===== src/rtl/falcon_scale_ctrl_if.sv =====
// Command and shared coefficient-RAM port bundle for falcon_scale_ctrl.
// The slave view is the sequencer; the master view is the NTT controller plus RAM side.
interface falcon_scale_ctrl_if #(
  parameter int AW = 10,
  parameter int KW = 4
);
  logic          start;
  logic [3:0]    len_log;
  logic [KW-1:0] k;
  logic          busy;
  logic          done;
  logic [AW-1:0] mem_addr;
  logic          mem_rd_en;
  logic [13:0]   mem_rd_data;
  logic          mem_wr_en;
  logic [13:0]   mem_wr_data;

  modport slave (
    input  start, len_log, k, mem_rd_data,
    output busy, done, mem_addr, mem_rd_en, mem_wr_en, mem_wr_data
  );

  modport master (
    output start, len_log, k, mem_rd_data,
    input  busy, done, mem_addr, mem_rd_en, mem_wr_en, mem_wr_data
  );
endinterface


===== src/rtl/falcon_scale_ctrl.sv =====
// In-place scaling of a coefficient RAM by 2^(-k) mod Q.
// Each coefficient is read, halved mod Q k times (one step per cycle), then written back.
module falcon_scale_ctrl #(
  parameter int AW = 10,
  parameter int KW = 4,
  parameter int Q  = 12289
) (
  input  logic                 clk,
  input  logic                 rst_n,
  falcon_scale_ctrl_if.slave   bus
);

  typedef enum logic [2:0] {
    S_IDLE,
    S_RD,
    S_WAIT,
    S_HALVE,
    S_WR,
    S_DONE
  } state_t;

  localparam logic [13:0] HALF = 14'((Q + 1) / 2);

  state_t        state;
  logic [3:0]    len_q;
  logic [KW-1:0] k_q;
  logic [KW-1:0] iter;
  logic [AW-1:0] addr;
  logic [AW-1:0] last_addr;
  logic [AW-1:0] mem_addr_q;
  logic [13:0]   data_reg;
  logic [13:0]   halved;
  logic [13:0]   wr_data_q;
  logic          busy_q;
  logic          done_q;
  logic          rd_en_q;
  logic          wr_en_q;
  logic [3:0]    len_clamped;

  // x/2 mod Q: odd values become (x-1)/2 + (Q+1)/2, which stays below Q for x < Q.
  always_comb begin
    // NOTE: every always_comb output gets a default first so no latch can be inferred.
    halved = {1'b0, data_reg[13:1]};
    if (data_reg[0]) begin
      halved = {1'b0, data_reg[13:1]} + HALF;
    end
  end

  assign len_clamped = (32'(bus.len_log) > AW) ? 4'(AW) : bus.len_log;

  // Shifting past the register width yields zero, so len_q == AW gives an all-ones mask.
  assign last_addr = ~({AW{1'b1}} << len_q);

  assign bus.busy        = busy_q;
  assign bus.done        = done_q;
  assign bus.mem_addr    = mem_addr_q;
  assign bus.mem_rd_en   = rd_en_q;
  assign bus.mem_wr_en   = wr_en_q;
  assign bus.mem_wr_data = wr_data_q;

  always_ff @(posedge clk or negedge rst_n) begin
    if (!rst_n) begin
      state      <= S_IDLE;
      len_q      <= '0;
      k_q        <= '0;
      iter       <= '0;
      addr       <= '0;
      mem_addr_q <= '0;
      data_reg   <= '0;
      wr_data_q  <= '0;
      busy_q     <= 1'b0;
      done_q     <= 1'b0;
      rd_en_q    <= 1'b0;
      wr_en_q    <= 1'b0;
    end else begin
      // NOTE: sequential state uses non-blocking assignments so every register
      // samples pre-edge values regardless of statement order.
      rd_en_q <= 1'b0;
      wr_en_q <= 1'b0;
      done_q  <= 1'b0;

      unique case (state)
        S_IDLE: begin
          if (bus.start) begin
            len_q      <= len_clamped;
            k_q        <= bus.k;
            addr       <= '0;
            iter       <= '0;
            mem_addr_q <= '0;
            rd_en_q    <= 1'b1;
            busy_q     <= 1'b1;
            state      <= S_RD;
          end
        end

        S_RD: begin
          state <= S_WAIT;
        end

        S_WAIT: begin
          data_reg <= bus.mem_rd_data;
          if (k_q == '0) begin
            wr_data_q <= bus.mem_rd_data;
            wr_en_q   <= 1'b1;
            state     <= S_WR;
          end else begin
            iter  <= k_q;
            state <= S_HALVE;
          end
        end

        S_HALVE: begin
          data_reg <= halved;
          iter     <= iter - KW'(1);
          if (iter == KW'(1)) begin
            wr_data_q <= halved;
            wr_en_q   <= 1'b1;
            state     <= S_WR;
          end
        end

        S_WR: begin
          if (addr == last_addr) begin
            done_q <= 1'b1;
            state  <= S_DONE;
          end else begin
            addr       <= addr + AW'(1);
            mem_addr_q <= addr + AW'(1);
            rd_en_q    <= 1'b1;
            state      <= S_RD;
          end
        end

        S_DONE: begin
          busy_q <= 1'b0;
          state  <= S_IDLE;
        end

        default: begin
          busy_q <= 1'b0;
          state  <= S_IDLE;
        end
      endcase
    end
  end

endmodule


===== src/flat_wrapper.sv =====
// flat-port wrapper written by rule: the top's interface ports become plain ports
module falcon_scale_ctrl_flat 
#(
  parameter int AW = 10,
  parameter int KW = 4,
  parameter int Q  = 12289
)
  (clk, rst_n, bus_start, bus_len_log, bus_k, bus_mem_rd_data, bus_busy, bus_done, bus_mem_addr, bus_mem_rd_en, bus_mem_wr_en, bus_mem_wr_data);
  falcon_scale_ctrl_if #(.AW(AW), .KW(KW)) bus_i ();
  input  logic clk;
  input  logic rst_n;
  input wire logic [$bits(bus_i.start)-1:0] bus_start;
  input wire logic [$bits(bus_i.len_log)-1:0] bus_len_log;
  input wire logic [$bits(bus_i.k)-1:0] bus_k;
  input wire logic [$bits(bus_i.mem_rd_data)-1:0] bus_mem_rd_data;
  output wire logic [$bits(bus_i.busy)-1:0] bus_busy;
  output wire logic [$bits(bus_i.done)-1:0] bus_done;
  output wire logic [$bits(bus_i.mem_addr)-1:0] bus_mem_addr;
  output wire logic [$bits(bus_i.mem_rd_en)-1:0] bus_mem_rd_en;
  output wire logic [$bits(bus_i.mem_wr_en)-1:0] bus_mem_wr_en;
  output wire logic [$bits(bus_i.mem_wr_data)-1:0] bus_mem_wr_data;
  assign bus_i.start = bus_start;
  assign bus_i.len_log = bus_len_log;
  assign bus_i.k = bus_k;
  assign bus_i.mem_rd_data = bus_mem_rd_data;
  assign bus_busy = bus_i.busy;
  assign bus_done = bus_i.done;
  assign bus_mem_addr = bus_i.mem_addr;
  assign bus_mem_rd_en = bus_i.mem_rd_en;
  assign bus_mem_wr_en = bus_i.mem_wr_en;
  assign bus_mem_wr_data = bus_i.mem_wr_data;
  falcon_scale_ctrl #(.AW(AW), .KW(KW), .Q(Q)) u_core (.clk(clk), .rst_n(rst_n), .bus(bus_i));
endmodule

===== config.mk =====
export PLATFORM = sky130hd
export DESIGN_NAME = falcon_scale_ctrl_flat
export DESIGN_NICKNAME = d
export VERILOG_FILES = /design/src/rtl/falcon_scale_ctrl_if.sv /design/src/rtl/falcon_scale_ctrl.sv /design/src/flat_wrapper.sv
export SDC_FILE = /design/constraint.sdc
export NUM_CORES = 1
export LEC_CHECK = 0
export CORE_UTILIZATION = 42
export DETAILED_ROUTE_END_ITERATION = 10
export DONT_BUFFER_PORTS = 1
export PLACE_DENSITY = 0.58
export SLEW_MARGIN = 10
export SYNTH_ARGS = -nofsm -noshare
export SYNTH_HDL_FRONTEND = slang
export SYNTH_SLANG_ARGS = --single-unit

===== constraint.sdc =====
create_clock -name clk -period 4.5 [get_ports clk]
set_input_delay 1.125 -clock clk [delete_from_list [all_inputs] [get_ports clk]]
set_output_delay 1.125 -clock clk [all_outputs]
set_load 0.01 [all_outputs]

* Yosys cells after proc, flatten, opt, wreduce, memory -nomap -nowiden
Index checks and enable logic that the tools add are counted.
Word-level totals: bits in registers 57, latch bits 0, bits in writable memories 0, ROM bits 0, input bits 25, output and inout port bits 28, memories 0
Operators by class: add/sub/neg operators 3, multipliers 0, divide/modulo/power cells 0, $lt $le $gt $ge 1, equal/unequal tests 11, shifts and indexed selects 1, mux-type cells 27, bitwise operators 2, reduce and logical (&&, ||, !) cells 12
Operator list (count):
- case mux 14 bit (2 select lines) | 2
- 2-to-1 mux 14 bit | 3
- 2-to-1 mux 10 bit | 2
- case mux 10 bit (2 select lines) | 1
- case mux 3 bit (5 select lines) | 1
- adder 13 x 13 -> 14 bit, second input constant | 1
- 2-to-1 mux 3 bit | 4
- 2-to-1 mux 4 bit | 3
- case mux 4 bit (3 select lines) | 1
- adder 10 x 1 -> 10 bit, second input constant | 1
- == test 10 bit | 1
- NOT 10 bit | 1
- << shifter 10 x 4 -> 10 bit, first input constant | 1
- AND reduction 3 bit | 3
- 2-to-1 mux 1 bit | 7
- == test 3 x 2 -> 1 bit, second input constant | 2
- inequality test 2 bit, second input constant | 3
- case mux 1 bit (2 select lines) | 3
- AND reduction 2 bit | 3
- == test 4 x 1 -> 1 bit, second input constant | 1
- > comparator 4 bit, second input constant | 1
- logical NOT 4 bit | 1
- inequality test 2 x 1 -> 1 bit, second input constant | 2
- nonzero test 2 bit | 2
- other kinds (7) | 7

* Longest topological paths before layout
Gate-level depths: netlist of run 1.
word-level depth 5, depth in mapped cells 8, gate-level depth less buffers 7

* Worst setup path after synthesis of run 1
Ideal clock, no wire load.
path kind flip-flop to flip-flop, start register u_core.addr[8], end register u_core.addr[2], setup time 139 ps, data arrival time 2051 ps, data required time 4361 ps, slack 2310 ps, cell stages (with the launch flop) 8, path buffers 1, cell sequence dfrtp_1 -> or2_1 -> a221o_1 -> o32a_1 -> nor4_4 -> or2_1 -> buf_6 -> o221ai_1
On the way: longest elaborated chain between the ends 3
RTL lines:
- start, declared | RTL line falcon_scale_ctrl.sv:28 | logic [AW-1:0] addr;
- start signal, assigned | RTL line falcon_scale_ctrl.sv:127 | addr <= addr + AW'(1);
- == test 10 bit | RTL line falcon_scale_ctrl.sv:123 | if (addr == last_addr) begin
- inequality test 2 bit (no source line)
- AND reduction 3 bit (no source line)
Every way passes these cells. A chain may end at the register's enable or synchronous reset.

* Final worst setup path of run 1
start register u_core.len_q[3], end register u_core.addr[2]
On the way: longest elaborated chain between the ends 5
RTL lines:
- start, declared | RTL line falcon_scale_ctrl.sv:25 | logic [3:0] len_q;
- start signal, assigned | RTL line falcon_scale_ctrl.sv:85 | len_q <= len_clamped;
- << shifter 10 x 4 -> 10 bit | RTL line falcon_scale_ctrl.sv:52 | assign last_addr = ~({AW{1'b1}} << len_q);
- NOT 10 bit | RTL line falcon_scale_ctrl.sv:52
- == test 10 bit | RTL line falcon_scale_ctrl.sv:123
- inequality test 2 bit (no source line)
- AND reduction 3 bit (no source line)
Every way passes these cells.

==> results.md, run 1 <==
STA:
- The number of endpoints failing setup at the final stage is 0.
- The count of final max-slew check failures is 0.
- Dividing the final minimum period by the clock period gives 55.94%.
- The final number of hold-violating endpoints came to 0.
- The clock arrives with 8.728 ps of skew.
- The maximum clock frequency is 0.3973 GHz.
- Hold is met by 479.8 ps.
- Summed over all failing endpoints, the final setup total negative slack is 0 ps.
- The headroom to the max-slew limit is 42.08%.
- Setup repair after global routing left no endpoint under its margin.
- The slew at the pin closest to its max-slew limit is 866.7 ps.
- The clock period minus worst slack is 2517 ps.

Yosys:
- The net count after synthesis is 381.
- The post-synthesis instance total is 352.
- After synthesis the cells add up to 3117 um^2.
- The area fraction of the dominant cell type after synthesis is 45.76%.
- Synthesis instantiated 47 different standard cells from the library.
- For this run, the number of Yosys warnings is 0.
- The leading cell type by number of instances after synthesis is nand2_1.
- Yosys mapped a number of flops with a built-in enable equal to 0.
- The share of flip-flops with an asynchronous set or reset is 100.0%.
- After synthesis, the most frequently instantiated cells are nand2_1 (67), dfrtp_1 (57), o21ai_0 (37), nor2_1 (22), a21oi_1 (21).
- In this run, synthesis produced a sequential element count of 57.
- Ranked by total cell area, the synthesized netlist is headed by dfrtp_1 (46%), nand2_1 (8.1%), o21ai_0 (5.9%).
- The most used flip-flop cell after synthesis is dfrtp_1.
- Sequential cells were found to cover 45.76% of the synthesized design area.
- dfrtp_1 takes more of the synthesized area than any other cell.
- The synthesized area per cell is 8.854 um^2.

Placed design:
- The weighted congestion at the end of routability-driven global placement is 0.8362.
- Detailed placement finished with a half-perimeter wire length of 4729 um.
- The port buffer count is 0.

Clock network:
- The number of hold buffers added after cts is 0.
- CTS placed an instance of clkbuf_8 at the clock tree root.
- Gates resized during post-CTS repair numbered 0.
- The CTS clock-pin slew for the worst setup and hold paths is 70 ps.
- The clock latency on the worst-skew pair is 340 ps.
- TritonCTS built the clock tree.
- The clock sink count is 57.
- The clock tree synthesis step divided the H-tree into 3 levels.
- The largest buffer count on any clock path is 2.
- The number of buffers created by CTS is 9.
- The buffers inserted during post-CTS setup optimization is 0.

Final layout:
- The number of antenna diodes in the final layout is 0.
- The number of filler cells placed in the layout is 742.
- For this run, the post-layout net count is 373.
- The area overhead of the layout relative to synthesis is 8.390%.
- Of the cells placed in the final design, the portion with a size suffix greater than 1 is 8.883%.

Setup path:
- The launch point of the critical path is u_core.len_q[3].
- The count of buffer and inverter cells on the critical path is 0.
- The biggest cell delay along the critical path is 510 ps.
- The critical path goes through or2_1 > a221o_1 > o32a_1 > nor4_4 > or2_1 > o221ai_1.
- The endpoint arrival time on the critical path is 2710 ps.
- The maximum fanout along the worst path is 12.
- The setup path with the least slack is of type reg -> reg.
- The cell type group with the largest total delay on the critical path is simple AND/OR/NAND/NOR gates.
- The type of element capturing the critical path is a flip-flop.
- The data required time at the worst endpoint is 4700 ps.
- The worst setup path is launched from a flip-flop.
- In this design, the critical path's most frequently occurring cell is or2_1.
- The startpoint of the lowest-slack register-to-register path is u_core.len_q[3].
- The library cell contributing the largest single delay on the critical path is dfrtp_1.

Global routing:
- The global routing usage on met1 is 24.14%.
- The remaining global-route overflow is 0.
- The number of global-route vias before repair came to 2336.
- The first global-routing pass estimated 11250 um of wire.
- The number of antenna violations at the first check in global routing came to 0.
- The met2 demand-to-capacity share in global routing is 30.66%.
- The met3 demand-to-capacity share in global routing is 6.975%.
- The most crowded layer after global routing is met2.
- The maximum number of pins on one net before global-route repair is 58.
- The all-layer global routing usage is 19.35%.

Die:
- The initialized floorplan defines 31 standard-cell rows.
- For this configuration, the core starts out at a cell density of 43.20%.
- Measured along the x axis, the die boundary spans 88.15 um.
- The floorplan die area is 7770 um^2.
- The die span in y is 88.15 um.
- The I/O pin count is 53.
- After floorplanning, the core was sized to cover 7214 um^2.

Drt:
- The routed design has 6764 um of wire.
- After detailed routing, the average wire length per cell comes to 15.10 um.
- The remaining antenna violation count after routing is 0.
- After detailed routing, the number of remaining DRC violations is 0.
- For this block, the initial DRC count from the detailed router was 100.
- The first detailed-routing pass ran for 4 iterations.
- The number of vias after detailed routing is 2468.
- The ratio of routed vias to standard cells is 5.509.

Power and ir drop:
- For this design the static power due to leakage is 1.407 nW.
- The maximum ir drop on the vdd rail is 0.0001356 V.
- The cell area power density is 330.3 nW/um^2.

Hold path:
- The path class of the tightest hold or removal check is in -> async.

Status:
- The flow ran to the end, and the final reports show no timing, DRC or antenna violations.

Flow run:
- Max-cap violations in this run came to 0.
==> path summary, 6_finish.rpt <==
path	endpoint	slack (ps)	depth (start not counted)
max	u_core.addr[2]	1980	6
min	u_core.bus.mem_wr_data[4]	480	0
max reg2reg	u_core.addr[2]	1980	6
min reg2reg	u_core.k_q[2]	500	2
max in group asynchronous	u_core.addr[7]	3910	0
min in group clk	u_core.k_q[2]	500	2
==> placed cells by master, fill, tap and decap left out, drive strengths merged, types with 4 or more instances in the layout <==
| cell | count |
|---|---|
| xor2 | 5 |
| nand4 | 4 |
| nand2b | 8 |
| ha | 4 |
| nand2 | 67 |
| nor2 | 22 |
| o22ai | 5 |
| inv | 11 |
| nor3 | 5 |
| nand3 | 10 |
| a21oi | 21 |
| xnor2 | 15 |
| nor4 | 6 |
| o31ai | 6 |
| clkbuf | 11 |
| dfrtp | 57 |
| o21ai | 38 |
| mux2 | 9 |
==> power breakdown <==
part / leakage [nW] / switching (mW) / total, mW / internal, mW
sequential: 0.666 / 0.0172 / 0.543 / 0.525
clock: 0.115 / 0.205 / 0.544 / 0.340
combinational: 0.625 / 0.0135 / 0.0288 / 0.0153
total: 1.41 / 0.235 / 1.12 / 0.881
==> layout make-up <==
| cell class | instances | area (um^2) | share of cell area [%] |
|---|---|---|---|
| multi-input combinational | 264 | 1550 | 45.89 |
| clock buffer | 11 | 151.4 | 4.481 |
| clock inverter | 5 | 77.57 | 2.296 |
| timing repair buffer | 1 | 7.507 | 0.2222 |
| sequential | 57 | 1426 | 42.22 |
| inverter | 11 | 41.29 | 1.222 |
| tap | 99 | 123.9 | 3.667 |
==> per-layer routing <==
metal | up-vias | wire, um | part of all wire [%]
met5 | - | 0 | 0
met2 | 74 | 3131 | 46
met1 | 1169 | 3053 | 45
met3 | 10 | 473 | 7.0
li1 | 1215 | - | -
met4 | 0 | 106 | 1.6
==> worst register-to-register path, stage by stage, from the launching register on <==
cell	delay (ps)
dfrtp_1	510
or2_1	270
a221o_1	250
o32a_1	380
nor4_4	510
or2_1	320
o221ai_1	140
==> cell families (layout without fill, tap and decap cells) <==
kind of cell | Yosys count | in the layout | share of synthesized area (%)
AOI/OAI and AO/OA | 88 | 88 | 16.90
xor gates and xnor gates | 20 | 20 | 5.620
adders and majority gates | 4 | 4 | 1.606
buffers and inverters | 31 | 28 | 4.496
DFF | 57 | 57 | 45.76
muxes | 12 | 12 | 4.215
and+or+nand+nor | 140 | 140 | 21.40
==> metrics by stage <==
step	power, mW	std cells	cell area, um^2	util (%)	setup WS, ps
floorplan	0.5741	352	3117	-	2310
global placement	0.5806	432	3149	43.65	2052
detailed placement	0.5820	432	3149	43.65	1999
CTS	1.129	448	3378	46.83	1999
global route	1.163	448	3378	46.83	1794
finish	1.116	448	3378	46.83	1983
Power figures use the tool's default switching activity.
==> run 2: changes to the inputs <==
Settings changed: PLACE_DENSITY 0.58 to 0.61.
Clock period 4.5 ns to 2.1 ns, I/O delays scaled along.
==> run 2 against run 1 <==
Compared with the run above:
- total power grew 110%
- critical path depth is 1 higher
- worst setup slack lost 2000 ps
- hold slack lost 440 ps
- via count rose by 4.5%
- die area did not move
- clock power increased by 110%
- count of clock-buffer cells in the layout unchanged
- largest power group is now registers
- global-route usage is 0.55 points higher
- maximum frequency increased by 21%
- sequential share of layout area fell by 3.5 points
- combinational power grew to 3.3 times the previous value
==> results.md, run 2 (synthesized netlist as in run 1, its figures left out) <==
Setup path:
- The endpoint arrival time on the critical path is 2310 ps (was 2710 ps).
- The kind of critical path is reg -> reg (unchanged).
- The kind of start point of the critical path is a flip-flop (unchanged).
- The reg-to-reg endpoint is u_core.addr[1] (was u_core.addr[2]).
- The startpoint of the lowest-slack register-to-register path is u_core.len_q[3] (unchanged).
- The data required time at the worst endpoint is 2320 ps (was 4700 ps).
- The depth of the most critical reg-to-reg path came to 7 (was 6).
- The type of element capturing the critical path is a flip-flop (unchanged).
- The maximum fanout along the worst path came to 7 (was 12).
- The slack of the worst reg-to-reg path was 10 ps (was 1980 ps).

Clock network:
- The clock sink count came to 57 (unchanged).
- The library cell used as clock root buffer is clkbuf_8 (unchanged).
- The deepest level of the CTS H-tree was 3 (unchanged).
- The clock tree from TritonCTS is built (unchanged).
- The largest buffer count on any clock path is 2 (unchanged).
- The clock latency on the worst-skew pair is 340 ps (about the same).
- The number of buffers created by CTS is 9 (unchanged).
- The CTS clock-pin slew for the worst setup and hold paths is 70 ps (about the same).

STA:
- The maximum clock frequency is 0.4794 GHz (was 0.3973 GHz).
- The clock period minus worst slack is 2086 ps (was 2517 ps).
- The final clock period utilization by the worst path is 99.33% (was 55.94%).
- The final number of hold-violating endpoints is 0 (unchanged).
- The worst clock skew is 8.326 ps (was 8.728 ps).
- The headroom to the max-slew limit is 64.15% (was 42.08%).
- The count of final max-slew check failures is 0 (unchanged).
- Setup repair after global routing missed its margin: yes (was no).
- The number of endpoints failing setup at the final stage is 0 (unchanged).
- The slew at the pin closest to its max-slew limit is 537.6 ps (was 866.7 ps).

Power and ir drop:
- The share of total power in sequential cells is 48.3% (was 48.6%).
- The internal cell power came to 1.866 mW (was 0.8806 mW).
- The total power was 2.399 mW (was 1.116 mW).
- The cell leakage power was 1.582 nW (was 1.407 nW).
- The cell area power density is 649.6 nW/um^2 (was 330.3 nW/um^2).
- The proportion of power drawn by combinational gates came to 4.0% (was 2.6%).
- The portion of total power attributed to the clock network is 47.7% (was 48.8%).
- The net switching component of the power came to 0.5330 mW (was 0.2352 mW).
- The maximum ir drop on the vdd rail is 0.0004525 V (was 0.0001356 V).
- The fraction of power spent switching nets is 22.22% (was 21.08%).

Final layout:
- The antenna cell count is 0 (unchanged).
- The area overhead of the layout relative to synthesis is 18.47% (was 8.390%).
- The leading cell type in the layout, fill and taps excluded is nand2_1 (unchanged).
- Commonest non-fill, non-tap cells in the layout: nand2_1 (67), dfrtp_1 (55), o21ai_0 (37), buf_4 (27) (was nand2_1 (67), dfrtp_1 (57), o21ai_0 (37), nor2_1 (22), a21oi_1 (21)).
- The fraction of layout instances using a drive strength above 1 is 17.68% (was 8.883%).
- The number of filler cells placed in the layout is 695 (was 742).
- The post-layout utilization of the core is 51.18% (was 46.83%).
- The count of nets after finishing came to 403 (was 373).

Placed design:
- The weighted congestion at the end of routability-driven global placement is 0.8443 (was 0.8362).
- The half-perimeter wire length of the detailed placement result is 4797 um (was 4729 um).
- The port buffer count is 0 (unchanged).

Die:
- The horizontal extent of the die came to 88.15 um (unchanged).
- The I/O pin count is 53 (unchanged).
- The row count was 31 (unchanged).
- The initial cell density of the core is 43.20% (unchanged).
- The floorplan die area came to 7770 um^2 (unchanged).
- The placeable core region is 7214 um^2 (unchanged).
- The die span in y came to 88.15 um (unchanged).

Drt:
- The remaining antenna violation count after routing is 0 (unchanged).
- The number of vias after detailed routing came to 2578 (was 2468).
- The per-cell routed wire length is 14.65 um (was 15.10 um).
- The routed wire length is 7002 um (was 6764 um).
- The length of the first detailed-routing pass in iterations is 5 (was 4).
- The remaining design rule violation count is 0 (unchanged).
- The violation count after the first detailed-routing iteration is 127 (was 100).
- The ratio of routed vias to standard cells is 5.393 (was 5.509).

Flow run:
- The count of maximum capacitance violations is 0 (unchanged).

Global routing:
- The maximum number of pins on one net before global-route repair is 58 (unchanged).
- The wire length of the first global-routing pass is 11660 um (was 11250 um).
- The all-layer global routing usage is 19.90% (was 19.35%).
- The remaining global-route overflow is 0 (unchanged).
- The number of global-route vias before repair is 2436 (was 2336).
- The number of antenna violations at the first check in global routing is 0 (unchanged).

Hold path:
- The path type of the worst min-delay path is in -> async (unchanged).

Status:
- Status: complete, no violations (unchanged).
## run 2: cell count changes in the layout (fill, tap and decap cells not counted), moves of 2 or more
cell | previous run | this run
o221ai_2 | 0 | 2
dfrtp_1 | 57 | 55
dfrtp_2 | 0 | 2
buf_4 | 1 | 27
o221ai_1 | 2 | 0
## run 2: routing by layer
layer,global-route usage (%),vias to the layer above,routed length [um],part of all wire (%)
li1,-,1270,-,-
met1,26.37,1219,3206,46
met2,29.88,76,3191,46
met3,6.975,13,445,6.4
met4,7.771,0,160,2.3
met5,0,-,0,0
## run 2: worst max-delay path: stages, from the launching register on
cell     delay, ps
dfrtp_1        390
or2_1          230
a221o_1        250
o32a_1         370
nor4_4         310
buf_6          180
nor3b_1         50
a31o_1         190
## run 2: stage by stage
step	std cells	hold slack, ps	setup TNS (ps)	instance area (um^2)	setup WS, ps
floorplan	352	229.4	0	3117	48.63
CTS	474	46.52	-49.73	3587	-25.11
global route	478	44.98	-316.2	3692	-51.90
detailed placement	457	230.5	-39.44	3337	-39.44
global placement	457	230.5	0	3337	21.96
finish	478	36.57	0	3692	14.11
## run 2: area by class of cell
type	instances	area (um^2)	share of cell area, %
Multi-Input combinational cell	264	1604	43.44
Sequential cell	57	1429	38.70
Clock buffer	11	141.4	3.829
Clock inverter	5	78.83	2.135
Tap cell	99	123.9	3.355
Timing Repair Buffer	31	274.0	7.421
Inverter	11	41.29	1.118
## run 2: power groups by stage
stage / Clock (mW) / Combinational (mW) / Sequential [mW]
6_report: 1.14 / 0.0954 / 1.16
5_1_grt: 1.24 / 0.112 / 1.16
4_1_cts: 1.18 / 0.0983 / 1.16
3_5_place_dp: 0 / 0.0697 / 1.18
3_3_place_gp: 0 / 0.0684 / 1.18
2_1_floorplan: 0 / 0.0582 / 1.17
## run 2: repair_timing
action                     in CTS  in global routing
setup endpoints to repair       2                 11
pin swaps                       0                  8
hold endpoints to repair       57                  0
buffers inserted                0                  4
gates resized for setup         1                 12
hold buffers                    1                  0
## run 2: how the worst max path moves through the flow
stage | from | endpoint | slack (ps) | cells after the start
after global routing | u_core.addr[8] | u_core.addr[1] | -50 | 7
after global placement | u_core.len_q[1] | u_core.addr[2] | 20 | 7
after CTS | u_core.len_q[2] | u_core.addr[4] | -30 | 6
after floorplan | u_core.addr[8] | u_core.addr[2] | 50 | 7
after detailed placement | u_core.len_q[1] | u_core.addr[2] | -40 | 7
final | u_core.len_q[3] | u_core.addr[1] | 10 | 7
==> run 3: changes to the inputs <==
Settings changed: GPL_ROUTABILITY_DRIVEN set to 0.
==> results of run 3 <==
Same layout as run 2: the final DEF is identical, and so are final timing and power.
